[config.mk]
export PLATFORM = sky130hd
export DESIGN_NAME = grf_scoreboard
export DESIGN_NICKNAME = d
export VERILOG_FILES = /design/src/rtl/grf_scoreboard.sv
export SDC_FILE = /design/constraint.sdc
export NUM_CORES = 1
export LEC_CHECK = 0
export BUFFER_PORTS_ARGS = -buffer_cell sky130_fd_sc_hd__buf_2
export CAP_MARGIN = 20
export CORE_AREA = 2 2 146 119
export CTS_CLUSTER_SIZE = 30
export DETAILED_ROUTE_END_ITERATION = 8
export DIE_AREA = 0 0 148 121
export GPL_TIMING_DRIVEN = 0
export PLACE_DENSITY_LB_ADDON = 0.12
export SLEW_MARGIN = 20
export SYNTH_ARGS = -nofsm -noshare
export SYNTH_HDL_FRONTEND = slang
export SYNTH_SLANG_ARGS = --single-unit
[constraint.sdc]
create_clock -name i_Clk -period 10.57 [get_ports i_Clk]
set_input_delay 0.5285 -clock i_Clk [delete_from_list [all_inputs] [get_ports i_Clk]]
set_output_delay 0.5285 -clock i_Clk [all_outputs]
set_load 0.005 [all_outputs]
[src/rtl/grf_scoreboard.sv]
// -----------------------------------------------------------------------------
// grf_scoreboard
//   Pending-write scoreboard for the 32 general registers. It sits beside
//   decode and decides, in the same cycle, whether the decode instruction may
//   issue. It watches the GRF writeback port to retire pending writes.
//
//   Each register r in 1..31 has a saturating-free counter cnt[r] holding the
//   number of in-flight writes to r. The counter never wraps: a write to a full
//   destination is stalled instead. x0 is never tracked.
//
// Ports
//   i_Clk          clock, all state on rising edge
//   i_Rst          synchronous reset, active-high
//   i_Valid_1      decode holds a valid instruction
//   i_RS1Addr_5    rs1 index          i_RS1Used_1   instruction reads rs1
//   i_RS2Addr_5    rs2 index          i_RS2Used_1   instruction reads rs2
//   i_RDAddr_5     rd index           i_RDWrite_1   instruction writes rd
//   i_WBValid_1    GRF writeback this cycle
//   i_WBAddr_5     writeback register index
//   i_Flush_1      kill all younger in-flight instructions
//   o_Issue_1      instruction issues this cycle (combinational)
//   o_Stall_1      valid instruction held at decode (combinational)
//   o_Busy_32      registered per-register "write pending" view
//   o_Err_1        sticky: writeback seen for a register with nothing pending
// -----------------------------------------------------------------------------
module grf_scoreboard #(
   parameter int CNT_W     = 2,
   parameter int WB_BYPASS = 1
) (
   input  logic        i_Clk,
   input  logic        i_Rst,
   input  logic        i_Valid_1,
   input  logic [4:0]  i_RS1Addr_5,
   input  logic        i_RS1Used_1,
   input  logic [4:0]  i_RS2Addr_5,
   input  logic        i_RS2Used_1,
   input  logic [4:0]  i_RDAddr_5,
   input  logic        i_RDWrite_1,
   input  logic        i_WBValid_1,
   input  logic [4:0]  i_WBAddr_5,
   input  logic        i_Flush_1,
   output logic        o_Issue_1,
   output logic        o_Stall_1,
   output logic [31:0] o_Busy_32,
   output logic        o_Err_1
);

   localparam logic [CNT_W-1:0] CNT_MAX = {CNT_W{1'b1}};
   localparam logic [CNT_W-1:0] CNT_ONE = CNT_W'(1);
   localparam logic             BYPASS  = (WB_BYPASS != 0);

   logic [CNT_W-1:0] cnt_q [32];
   logic [CNT_W-1:0] cnt_d [32];
   logic [31:0]      busy_q, busy_d;
   logic             err_q, err_set_d;

   logic [CNT_W-1:0] rs1_cnt, rs2_cnt, rd_cnt;
   logic             rs1_retire, rs2_retire, rd_retire;
   logic             rs1_haz, rs2_haz, rd_full;
   logic             live;
   logic             stall_c, issue_c;

   // ---------------------------------------------------------------------------
   // Issue decision (zero-cycle latency)
   // ---------------------------------------------------------------------------
   always_comb begin
      rs1_cnt    = (i_RS1Addr_5 != 5'd0) ? cnt_q[i_RS1Addr_5] : '0;
      rs2_cnt    = (i_RS2Addr_5 != 5'd0) ? cnt_q[i_RS2Addr_5] : '0;
      rd_cnt     = (i_RDAddr_5  != 5'd0) ? cnt_q[i_RDAddr_5]  : '0;

      rs1_retire = i_WBValid_1 && (i_WBAddr_5 == i_RS1Addr_5) && (i_RS1Addr_5 != 5'd0);
      rs2_retire = i_WBValid_1 && (i_WBAddr_5 == i_RS2Addr_5) && (i_RS2Addr_5 != 5'd0);
      rd_retire  = i_WBValid_1 && (i_WBAddr_5 == i_RDAddr_5)  && (i_RDAddr_5  != 5'd0);

      // A source whose last pending write retires this very cycle can be read
      // straight off the writeback path when bypass is enabled.
      rs1_haz = i_RS1Used_1 && (i_RS1Addr_5 != 5'd0) && (rs1_cnt != '0) &&
                !(BYPASS && (rs1_cnt == CNT_ONE) && rs1_retire);
      rs2_haz = i_RS2Used_1 && (i_RS2Addr_5 != 5'd0) && (rs2_cnt != '0) &&
                !(BYPASS && (rs2_cnt == CNT_ONE) && rs2_retire);

      // A full destination counter may still accept a write if one retires in
      // the same cycle: the increment and decrement cancel.
      rd_full = i_RDWrite_1 && (i_RDAddr_5 != 5'd0) && (rd_cnt == CNT_MAX) && !rd_retire;

      // Reset and flush both silence the decode handshake.
      live    = !i_Rst && i_Valid_1 && !i_Flush_1;
      stall_c = live && (rs1_haz || rs2_haz || rd_full);
      issue_c = live && !stall_c;
   end

   // ---------------------------------------------------------------------------
   // Counter next state
   // ---------------------------------------------------------------------------
   always_comb begin
      logic inc, dec;
      err_set_d = 1'b0;
      busy_d    = '0;
      cnt_d[0]  = '0;
      for (int r = 1; r < 32; r++) begin
         inc      = issue_c && i_RDWrite_1 && (i_RDAddr_5 == 5'(r));
         dec      = i_WBValid_1 && (i_WBAddr_5 == 5'(r));
         cnt_d[r] = cnt_q[r];
         if (i_Flush_1) begin
            // Flush drops every pending write; the writeback of this cycle
            // belongs to a killed instruction and is ignored entirely.
            cnt_d[r] = '0;
         end else if (inc && !dec) begin
            cnt_d[r] = cnt_q[r] + CNT_ONE;
         end else if (dec && !inc) begin
            if (cnt_q[r] != '0) begin
               cnt_d[r] = cnt_q[r] - CNT_ONE;
            end else begin
               err_set_d = 1'b1;
            end
         end
         busy_d[r] = (cnt_d[r] != '0);
      end
   end

   // ---------------------------------------------------------------------------
   // State registers
   // ---------------------------------------------------------------------------
   always_ff @(posedge i_Clk) begin
      if (i_Rst) begin
         for (int r = 0; r < 32; r++) begin
            cnt_q[r] <= '0;
         end
         busy_q <= '0;
         err_q  <= 1'b0;
      end else begin
         for (int r = 0; r < 32; r++) begin
            cnt_q[r] <= cnt_d[r];
         end
         busy_q <= busy_d;
         err_q  <= err_q | err_set_d;
      end
   end

   assign o_Issue_1 = issue_c;
   assign o_Stall_1 = stall_c;
   assign o_Busy_32 = busy_q;
   assign o_Err_1   = err_q;

endmodule

After elaboration in Yosys (flattened, before gate mapping)
Memories as Yosys holds them, arrays and structs flattened.
Cells that the tools add are included.
{"block": "classes", "add_sub_neg": 62, "n_eq_ne": 68, "muxes": 286, "bitwise": 33, "reduce_logical": 283}
{"operator": "$mux W2", "count": 159}
{"operator": "$eq A5 B5 Y1 const B", "count": 32}
{"operator": "$logic_and A1 B1 Y1", "count": 146}
{"operator": "$reduce_bool A2 Y1", "count": 64}
{"operator": "$mux W1", "count": 127}
{"operator": "$eq A5 B4 Y1 const B", "count": 16}
{"operator": "$logic_not A1 Y1", "count": 68}
{"operator": "$add A2 B1 Y2 const B", "count": 31}
{"operator": "$sub A2 B1 Y2 const B", "count": 31}
{"operator": "$eq A5 B3 Y1 const B", "count": 8}
{"operator": "$or A1 B1 Y1", "count": 33}
{"operator": "$eq A5 B2 Y1 const B", "count": 4}
{"operator": "$eq A5 B5 Y1", "count": 3}
{"operator": "$reduce_bool A5 Y1", "count": 3}
{"operator": "$eq A5 B1 Y1 const B", "count": 2}
{"operator": "$eq A2 B1 Y1 const B", "count": 2}
{"operator": "$eq A2 B2 Y1 const B", "count": 1}
{"operator": "$logic_or A1 B1 Y1", "count": 2}
{"block": "word_totals", "regBits": 33, "mem_bits_rw": 64, "output_inout_bits": 35, "word_cells": 736, "memories": 1}
{"name": "cnt_q", "depth": 32, "word_bits": 2, "rd": 34, "rd_clocked_by_memory_dff": 0, "wr": 32, "line": "52", "text": "logic [CNT_W-1:0] cnt_q [32];"}

Longest topological paths before layout
Gate-level depths: netlist of run 1.
{"block": "logic_depth", "ltp_word": 139, "ltp_mapped": 16}

Worst setup path before layout of run 1
OpenSTA, ideal clock, no wires.
{"block": "synth_timing", "path_kind": "input-to-reg", "start": "input i_RS1Addr_5[0]", "end": "register err_q, in the netlist o_Err_1", "arrival_time_ps": 3717, "path_slack_ps": 6733, "path_stages": 14, "path_cell_list": "buf_2 > buf_2 > buf_2 > mux2i_1 > a22oi_1 > nand3_1 > nand4_1 > a22o_1 > or3_1 > clkbuf_1 > or4_1 > and3_1 > or3_1 > o31a_1"}
{"block": "synth_between", "elab_chain_len": 139, "word_cells_on_any_way": 267, "cone_classes": "eq/ne: 2; mux: 124; bitwise: 1; reduce/logical: 139; memory: 1"}
{"element": "from (decl)", "line": "33", "text": "input logic [4:0] i_RS1Addr_5,"}
{"element": "$mem_v2 Z32 W2 (tied with other cells)"}
{"element": "$mux W2 / $logic_and A1 B1 Y1 (equally long branches)", "line": "67, 71"}
{"element": "$eq A2 B1 Y1 / $logic_and A1 B1 Y1 (equally long branches)", "line": "78, 71"}
{"element": "$logic_and A1 B1 Y1", "line": "78", "text": "!(BYPASS && (rs1_cnt == CNT_ONE) && rs1_retire);"}
{"element": "$logic_not A1 Y1", "line": "78"}
{"element": "$logic_and A1 B1 Y1 (*)", "line": "77", "text": "rs1_haz = i_RS1Used_1 && (i_RS1Addr_5 != 5'd0) && (rs1_cnt != '0) &&"}
{"element": "$logic_or A1 B1 Y1 (*) (2 in a row)", "line": "88", "text": "stall_c = live && (rs1_haz || rs2_haz || rd_full);"}
{"element": "$logic_and A1 B1 Y1 (*)", "line": "88"}
{"element": "[... 122 more ...]"}
{"element": "$mux W1", "line": "110", "text": "end else if (dec && !inc) begin"}
{"element": "$mux W1", "line": "108", "text": "end else if (inc && !dec) begin"}
{"element": "$mux W1", "line": "104", "text": "if (i_Flush_1) begin"}
{"element": "$mux W1", "line": "111", "text": "if (cnt_q[r] != '0) begin"}
{"element": "$mux W1", "line": "110"}
{"element": "$mux W1", "line": "108"}
{"element": "$mux W1 (*)", "line": "104"}
{"element": "$or A1 B1 Y1 (*)", "line": "136", "text": "err_q <= err_q | err_set_d;"}
{"element": "to (signal assigned)", "line": "136"}
{"element": "to (decl)", "line": "55", "text": "logic err_q, err_set_d;"}
Every way passes the cells marked *; elsewhere a longest branch is shown, timed or not.
A chain may end at the register's enable or synchronous reset.

Final worst setup path of run 1
{"block": "layout_timing", "start": "input i_RDAddr_5[0]", "end": "output o_Stall_1"}
{"block": "layout_between", "elab_chain_len": 7, "word_cells_on_any_way": 13, "cone_classes": "eq/ne: 2; mux: 1; reduce/logical: 9; memory: 1"}
{"element": "from (decl)", "line": "37", "text": "input logic [4:0] i_RDAddr_5,"}
{"element": "$mem_v2 Z32 W2 (tied with other cells)"}
{"element": "$mux W2 / $logic_and A1 B1 Y1 (equally long branches)", "line": "69, 73"}
{"element": "$eq A2 B2 Y1 / $logic_and A1 B1 Y1 (equally long branches)", "line": "84, 73"}
{"element": "$logic_and A1 B1 Y1 / $logic_not A1 Y1 (equally long branches)", "line": "84", "text": "rd_full = i_RDWrite_1 && (i_RDAddr_5 != 5'd0) && (rd_cnt == CNT_MAX) && !rd_retire;"}
{"element": "$logic_and A1 B1 Y1 (*)", "line": "84"}
{"element": "$logic_or A1 B1 Y1 (*)", "line": "88"}
{"element": "$logic_and A1 B1 Y1 (*)", "line": "88"}
{"element": "to (decl)", "line": "43", "text": "output logic o_Stall_1,"}
Marks and branches as above.

==> impl_metrics.py, run 1 <==
metrics = {
    "job": {
        "max-cap-violations": 0,
    },
    "worst_hold_path": {
        "hold_path_class": "in -> reg",
        "hold_depth": 3,
        "hp-start": "i_Rst",
        "hold_end": "o_Err_1",
    },
    "place": {
        "dpl-instance-area_mm2": 0.00880,
        "place_congestion": 1.08,
        "numPortBuffers": 52,
        "hpwl_mm": 24.9,
    },
    "yosys": {
        "synth_fp_nets": 1170,
        "synth_area_per_cell_um2": 7.88,
        "async_flop_share_pct": 0,
        "synth.distinct_cells": 66,
        "ys_seq_area_share_pct": 22.8,
        "netlist_area_mm2": 0.00826,
        "synth_edf_count": 0,
        "syn-instance-count": 1049,
        "synthFlopType": "dfxtp_1",
        "yosys_register_bits": 94,
        "yosysWarnings": 0,
    },
    "critical_path": {
        "reg2reg_depth": 13,
        "reg2reg_from": "cnt_q[5][0]",
        "required_ns": 10.04,
        "ff2ff_setup_slack_ns": 5.96,
        "worstSetupStartpointType": "input port",
        "path_max_fanout": 10,
        "critPathKind": "in -> out",
        "rr_endpoint": "o_Busy_32[17]",
        "arrival_ns": 4.64,
        "crit_path_end_kind": "primary output",
    },
    "timing": {
        "clock-skew-final_ns": 0.0119,
        "fin_crit_sh_pct": 48.9,
        "finalHoldViolCount": 0,
        "slew_viol_final": 0,
        "setup_violations": 0,
        "worst_slew_pin_slew_ns": 1.02,
        "slew_headroom_pct": 31.9,
        "tns_ns": 0,
        "fmax_mhz": 194,
        "min_period_ns": 5.16,
        "rsz0062_at_grt": "no",
    },
    "cts": {
        "numCtsBuffers": 9,
        "clockRootBuffer": "clkbuf_16",
        "postCtsSetupBuffers": 0,
        "cts_resized": 0,
        "h-tree-depth": 3,
        "ctsHoldBuffers": 0,
        "clk_pin_slew_ns": 0.08,
        "cts_tree": "built",
        "clock_latency_ns": 0.36,
        "clock-sinks": 94,
        "clockBufferDepth": 2,
    },
    "detailed_routing": {
        "initialDrtViolationCount": 988,
        "first_pass_iters": 5,
        "drtAntennaViolNets": 0,
        "drt-vias-per-instance": 6.41,
        "vias": 8575,
        "wl_per_cell_um": 23.5,
        "drt_wl_total_mm": 31.4,
        "drc": 0,
    },
    "pwr": {
        "power_leakage_nw": 3.47,
        "power_density_mw_per_mm2": 96.8,
        "irDropWorstVdd_mv": 0.0860,
    },
    "die": {
        "core_mm2": 0.0164,
        "start_util_pct": 50.4,
        "ios": 63,
        "die_height_um": 121,
        "dieWidth_um": 148,
        "rows": 42,
        "dieArea_mm2": 0.0179,
    },
    "global_route": {
        "grt_pass1_wl_mm": 46.8,
        "grt-ovfl-total": 0,
        "grt_pass1_vias": 7582,
        "grt.total_usage_pct": 35.0,
        "grt_max_degree": 17,
        "grt_antenna_before_repair": 0,
    },
    "layout": {
        "drive_gt1_share_pct": 11.0,
        "n_antenna_cell": 0,
        "utilization_pct": 55.8,
        "syn2layout_area_growth_pct": 10.8,
        "fin_area_mm2": 0.00916,
        "final_nets": 1233,
    },
    "run_status": {
        "status": "completed",
    },
}
[critical path, cell delays in order]
cell and delay (ns):
buf_2 0.27, clkbuf_1 0.49, buf_2 0.34, nand3_1 0.10
a21oi_1 0.16, o22ai_1 0.11, nor4_1 0.39, or3_1 0.21
clkbuf_1 0.43, buf_2 0.37, buf_1 0.60, nor2_1 0.33
nor2_1 0.16, buf_2 0.12
[registers in the layout, summed over array words and instances (netlist names)]
| register | count |
|---|---|
| o_Busy_32 | 31 |
| cnt_q | 62 |
| o_Err_1 | 1 |
[cell usage after synthesis, types with 10 or more instances]
library cell | n | share of area, %
inv_1 | 81 | 3.7
nand4_1 | 37 | 2.8
nor3_1 | 35 | 2.1
nor2_1 | 89 | 4.0
xor2_1 | 11 | 1.2
nand2b_1 | 11 | 0.83
mux2i_1 | 33 | 4.0
a21oi_1 | 31 | 1.9
nor3b_1 | 12 | 1.1
and3_1 | 13 | 0.98
ha_1 | 93 | 14
a22oi_1 | 16 | 1.5
buf_2 | 13 | 0.79
a211oi_1 | 15 | 1.4
nand3_1 | 39 | 2.4
dfxtp_1 | 94 | 23
nor4_1 | 14 | 1.1
a221oi_1 | 10 | 1.1
nor2b_1 | 23 | 1.7
or3_1 | 16 | 1.2
nand3b_1 | 13 | 1.2
xnor2_1 | 10 | 1.1
nand2_1 | 109 | 5.0
clkbuf_1 | 33 | 1.5
a31oi_1 | 44 | 3.3
mux4_2 | 12 | 3.3
or2_2 | 12 | 0.91
[logic make-up (layout without fill, tap and decap cells)]
kind of cell | after synthesis | count (layout) | synth area share [%]
mux | 53 | 53 | 8.91
compound gates | 198 | 198 | 17.1
xor+xnor | 21 | 21 | 2.23
flops | 94 | 94 | 22.8
fa+ha+maj | 93 | 93 | 14.1
simple gates | 454 | 454 | 28.3
buf+inv | 135 | 203 | 6.56
other cells | 1 | 1 | 0.0454
[final cells by class]
class,instances,area (um2)
sequential,94,1880
inverter,81,304
fill,1655,7240
buffer,54,238
multi-input combinational,820,5840
clock inverter,6,116
timing repair buffer,52,260
tap,220,275
clock buffer,10,239
[routing by layer]
metal	track usage, %	up-vias	routed length, um
met5	0	-	0
met4	10.1	0	809
met3	9.29	60	3790
met2	50.1	496	12800
met1	51.2	4073	14000
li1	-	3946	-
[power breakdown]
group          internal, mW  total [mW]  switching (mW)
logic                0.0365       0.134          0.0978
registers             0.355       0.356         0.00116
clock network         0.240       0.396           0.156
[per-stage QoR]
step	hold slack, ns	cells	total power, mW	worst slack, ns
after floorplan	0.511	1049	0.443	6.73
after global placement	0.568	1321	0.493	5.48
after detailed placement	0.562	1321	0.492	5.52
after CTS	0.465	1337	0.885	5.68
after global routing	0.480	1337	0.911	5.32
final	0.472	1337	0.886	5.41
[layout by cell type (no fill, tap or decap), types with 23 or more instances in the layout]
master / Yosys / layout
nand2_1: 109 / 109
buf_2: 13 / 65
nor2b_1: 23 / 23
nand4_1: 37 / 37
a21oi_1: 31 / 31
a31oi_1: 44 / 44
dfxtp_1: 94 / 94
nand3_1: 39 / 39
nor2_1: 89 / 88
ha_1: 93 / 93
nor3_1: 35 / 35
mux2i_1: 33 / 33
inv_1: 81 / 81
clkbuf_1: 33 / 33
[how the worst max path moves through the flow]
stage	startpoint	to	slack [ns]	cells past startpoint
after floorplan	i_RS1Addr_5[0]	o_Err_1	6.73	14
after global placement	i_RS2Addr_5[1]	o_Busy_32[17]	5.48	14
after detailed placement	i_RS2Addr_5[1]	o_Busy_32[17]	5.52	13
after CTS	i_RDAddr_5[0]	o_Stall_1	5.68	14
after global routing	i_RDAddr_5[0]	o_Stall_1	5.32	14
final	i_RDAddr_5[0]	o_Stall_1	5.41	14
Power figures use the tool's default switching activity.
==> inputs of run 2 (changes only) <==
- ABC_AREA: not set -> 1
- CORE_AREA: 2 2 146 119 -> 2 2 150 122
- DIE_AREA: 0 0 148 121 -> 0 0 152 124
- clock period: 10.57 -> 5 ns (I/O delays scaled with it)
==> run 2 against run 1 <==
First-iteration DRC count is 32% higher. Setup slack worse by 3.7 ns. Sequential power is 110% higher. Count of clock-buffer cells in the layout is 1 lower. Cell area is 4.4% higher.
==> impl_metrics.py, run 2 <==
metrics = {
    "timing": {
        "finalHoldViolCount": 0,
        "holdWs_ns": 0.159,
        "slew_headroom_pct": 29.2,
        "rsz0062_at_grt": "no",
        "clock-skew-final_ns": 0.0104,
        "fmax_mhz": 303,
        "setup_violations": 0,
        "fin_crit_sh_pct": 66.1,
        "min_period_ns": 3.30,
        "worst_slew_pin_slew_ns": 1.06,
        "tns_ns": 0,
        "slew_viol_final": 0,
    },
    "detailed_routing": {
        "vias": 9723,
        "drc": 0,
        "drt_wl_total_mm": 33.3,
        "top_layer": "met4",
        "met3WireLength_mm": 3.60,
        "drtAntennaViolNets": 0,
        "met2_length_mm": 13.2,
        "m1WireLength_mm": 14.9,
        "first_pass_iters": 6,
        "drt-vias-per-instance": 5.50,
        "initialDrtViolationCount": 1309,
        "wl_per_cell_um": 18.8,
    },
    "layout": {
        "drive_gt1_share_pct": 8.03,
        "n_antenna_cell": 0,
        "layout_common_cells": "nand2_1, inv_1, nor2_1",
        "final_common_cell": "nand2_1",
        "syn2layout_area_growth_pct": 9.68,
        "final_nets": 1660,
        "largest_register": "cnt_q",
        "largest_reg_flops": 62,
        "utilization_pct": 55.4,
    },
    "pwr": {
        "p_comb_share_pct": 16.8,
        "power_frac_seq_pct": 42.1,
        "irDropWorstVdd_mv": 0.176,
        "switching_share_pct": 31.2,
        "internal-power_mw": 1.24,
        "power.switching_mw": 0.560,
        "clockPowerShare_pct": 41.1,
        "power_leakage_nw": 5.45,
        "power_density_mw_per_mm2": 188,
    },
    "yosys": {
        "synth_common_cells": "nand2_1, inv_1, nor2_1",
        "synthFlopType": "dfxtp_1",
        "yosys_register_bits": 94,
        "synth_edf_count": 0,
        "syn-instance-count": 1478,
        "yosysWarnings": 0,
        "synth.top_cells.by_area": "dfxtp_1, nand2_1, ha_1, inv_1, nand3_1",
        "synth_area_per_cell_um2": 5.90,
        "synth.distinct_cells": 41,
        "synth_top_cell_area_share_pct": 21.6,
        "netlist_area_mm2": 0.00872,
        "synth_fp_nets": 1599,
        "ys_seq_area_share_pct": 21.6,
        "yosys.cell_count.top_type": "nand2_1",
        "async_flop_share_pct": 0,
        "yosysTopAreaCell": "dfxtp_1",
    },
    "cts": {
        "clock-sinks": 94,
        "h-tree-depth": 3,
        "numCtsBuffers": 9,
        "clk_pin_slew_ns": 0.07,
        "clock_latency_ns": 0.36,
        "clockRootBuffer": "clkbuf_16",
        "postCtsSetupBuffers": 0,
        "ctsHoldBuffers": 0,
        "clockBufferDepth": 2,
        "cts_tree": "built",
        "cts_resized": 0,
    },
    "place": {
        "numPortBuffers": 50,
        "hpwl_mm": 26.4,
        "place_congestion": 1.05,
    },
    "job": {
        "max-cap-violations": 0,
    },
    "die": {
        "rows": 43,
        "start_util_pct": 50.5,
        "core_mm2": 0.0173,
        "die_height_um": 124,
        "dieWidth_um": 152,
        "dieArea_mm2": 0.0188,
        "ios": 63,
    },
    "critical_path": {
        "required_ns": 5.25,
        "critPathKind": "reg -> reg",
        "ff2ff_setup_slack_ns": 1.70,
        "crit_slowest_cell": "dfxtp_1",
        "path_cells": "inv_1 -> nand2_1 -> nand3_1 -> nand3_1 -> nand3_1 -> nand2_1 -> nand2_1 -> nand2_1 -> inv_1 -> nand2_1 -> nand2_2 -> nand2_4 -> nor2_8 -> buf_6 -> nand4_1 -> nand3_1 -> nand2_1 -> nor2_1 -> nand3_1 -> nor2_1 -> nand2_1 -> nand2_1 -> nand2_1",
        "worstSetupStartpointType": "register",
        "critical_path_buf_inv_count": 3,
        "arrival_ns": 3.56,
        "path_max_fanout": 10,
        "crit_path_end_kind": "register",
        "path_common_cell": "nand2_1",
        "path_delay_family": "simple AND/OR/NAND/NOR gates",
        "slowest_delay_ns": 0.44,
    },
    "global_route": {
        "grt-ovfl-total": 0,
        "grt_pass1_vias": 8565,
        "grt_antenna_before_repair": 0,
        "grt.total_usage_pct": 35.3,
        "grt_max_degree": 19,
        "grt_pass1_wl_mm": 50.1,
    },
    "run_status": {
        "status": "completed",
    },
    "worst_hold_path": {
        "hold_path_class": "in -> reg",
    },
}
-- run 2: changes by cell type after synthesis, sizes merged, moves of 33 or more --
cell   change
o21ai     +63
nand3    +125
mux2i     -33
nor2     +106
nor3      -34
inv      +141
a31oi     -36
nand2    +359
-- run 2: cells by family (layout without fill, tap and decap cells) --
kind of cell	after synthesis	in the layout	share of synthesized area [%]
other cells	1	1	0.0430
compound gates	132	132	8.74
simple gates	882	882	43.0
flops	94	94	21.6
buf+inv	273	339	13.0
fa+ha+maj	93	93	13.4
xor+xnor	3	3	0.302
-- run 2: metal layers --
layer,vias up,GRT usage (%)
met5,-,0
met4,0,16.2
met3,75,7.13
met2,517,52.4
met1,4377,49.3
li1,4754,-
-- run 2: worst paths after layout --
path,start,end,cells after the start
hold / removal,i_Rst,o_Err_1,4
hold reg to reg,o_Err_1,o_Err_1,2
setup / recovery,cnt_q[6][1],o_Err_1,23
setup reg to reg,cnt_q[6][1],o_Err_1,23
-- run 2: cell type report --
class / instances / area, um2
fillers: 1817 / 7710
multi-input cells: 1111 / 5700
flip-flops and latches: 94 / 1880
inverters: 224 / 843
plain buffers: 49 / 290
well taps: 225 / 282
repair buffers: 50 / 250
clock buffers: 9 / 225
clock inverters: 7 / 86.3
-- run 2: power groups by stage --
stage | clock network [mW] | logic (mW) | registers [mW]
finish | 0.738 | 0.301 | 0.757
global route | 0.777 | 0.323 | 0.757
CTS | 0.756 | 0.289 | 0.756
detailed placement | 0 | 0.288 | 0.774
global placement | 0 | 0.289 | 0.774
floorplan | 0 | 0.188 | 0.774
-- run 2: metrics by stage --
step	setup slack [ns]	area (um2)	power (mW)	instances
2_1_floorplan	2.73	8720	0.961	1478
3_3_place_gp	1.59	9250	1.06	1753
3_5_place_dp	1.66	9250	1.06	1753
4_1_cts	1.82	9560	1.80	1769
5_1_grt	1.43	9560	1.86	1769
6_report	1.70	9560	1.80	1769
-- run 2: worst register-to-register path, stage by stage, from the launching register on --
cell and delay, ns:
dfxtp_1 0.44, inv_1 0.24, nand2_1 0.07, nand3_1 0.08, nand3_1 0.08, nand3_1 0.09
nand2_1 0.06, nand2_1 0.05, nand2_1 0.05, inv_1 0.04, nand2_1 0.12, nand2_2 0.12
nand2_4 0.08, nor2_8 0.14, buf_6 0.17, nand4_1 0.36, nand3_1 0.26, nand2_1 0.17
nor2_1 0.12, nand3_1 0.15, nor2_1 0.12, nand2_1 0.06, nand2_1 0.07, nand2_1 0.06
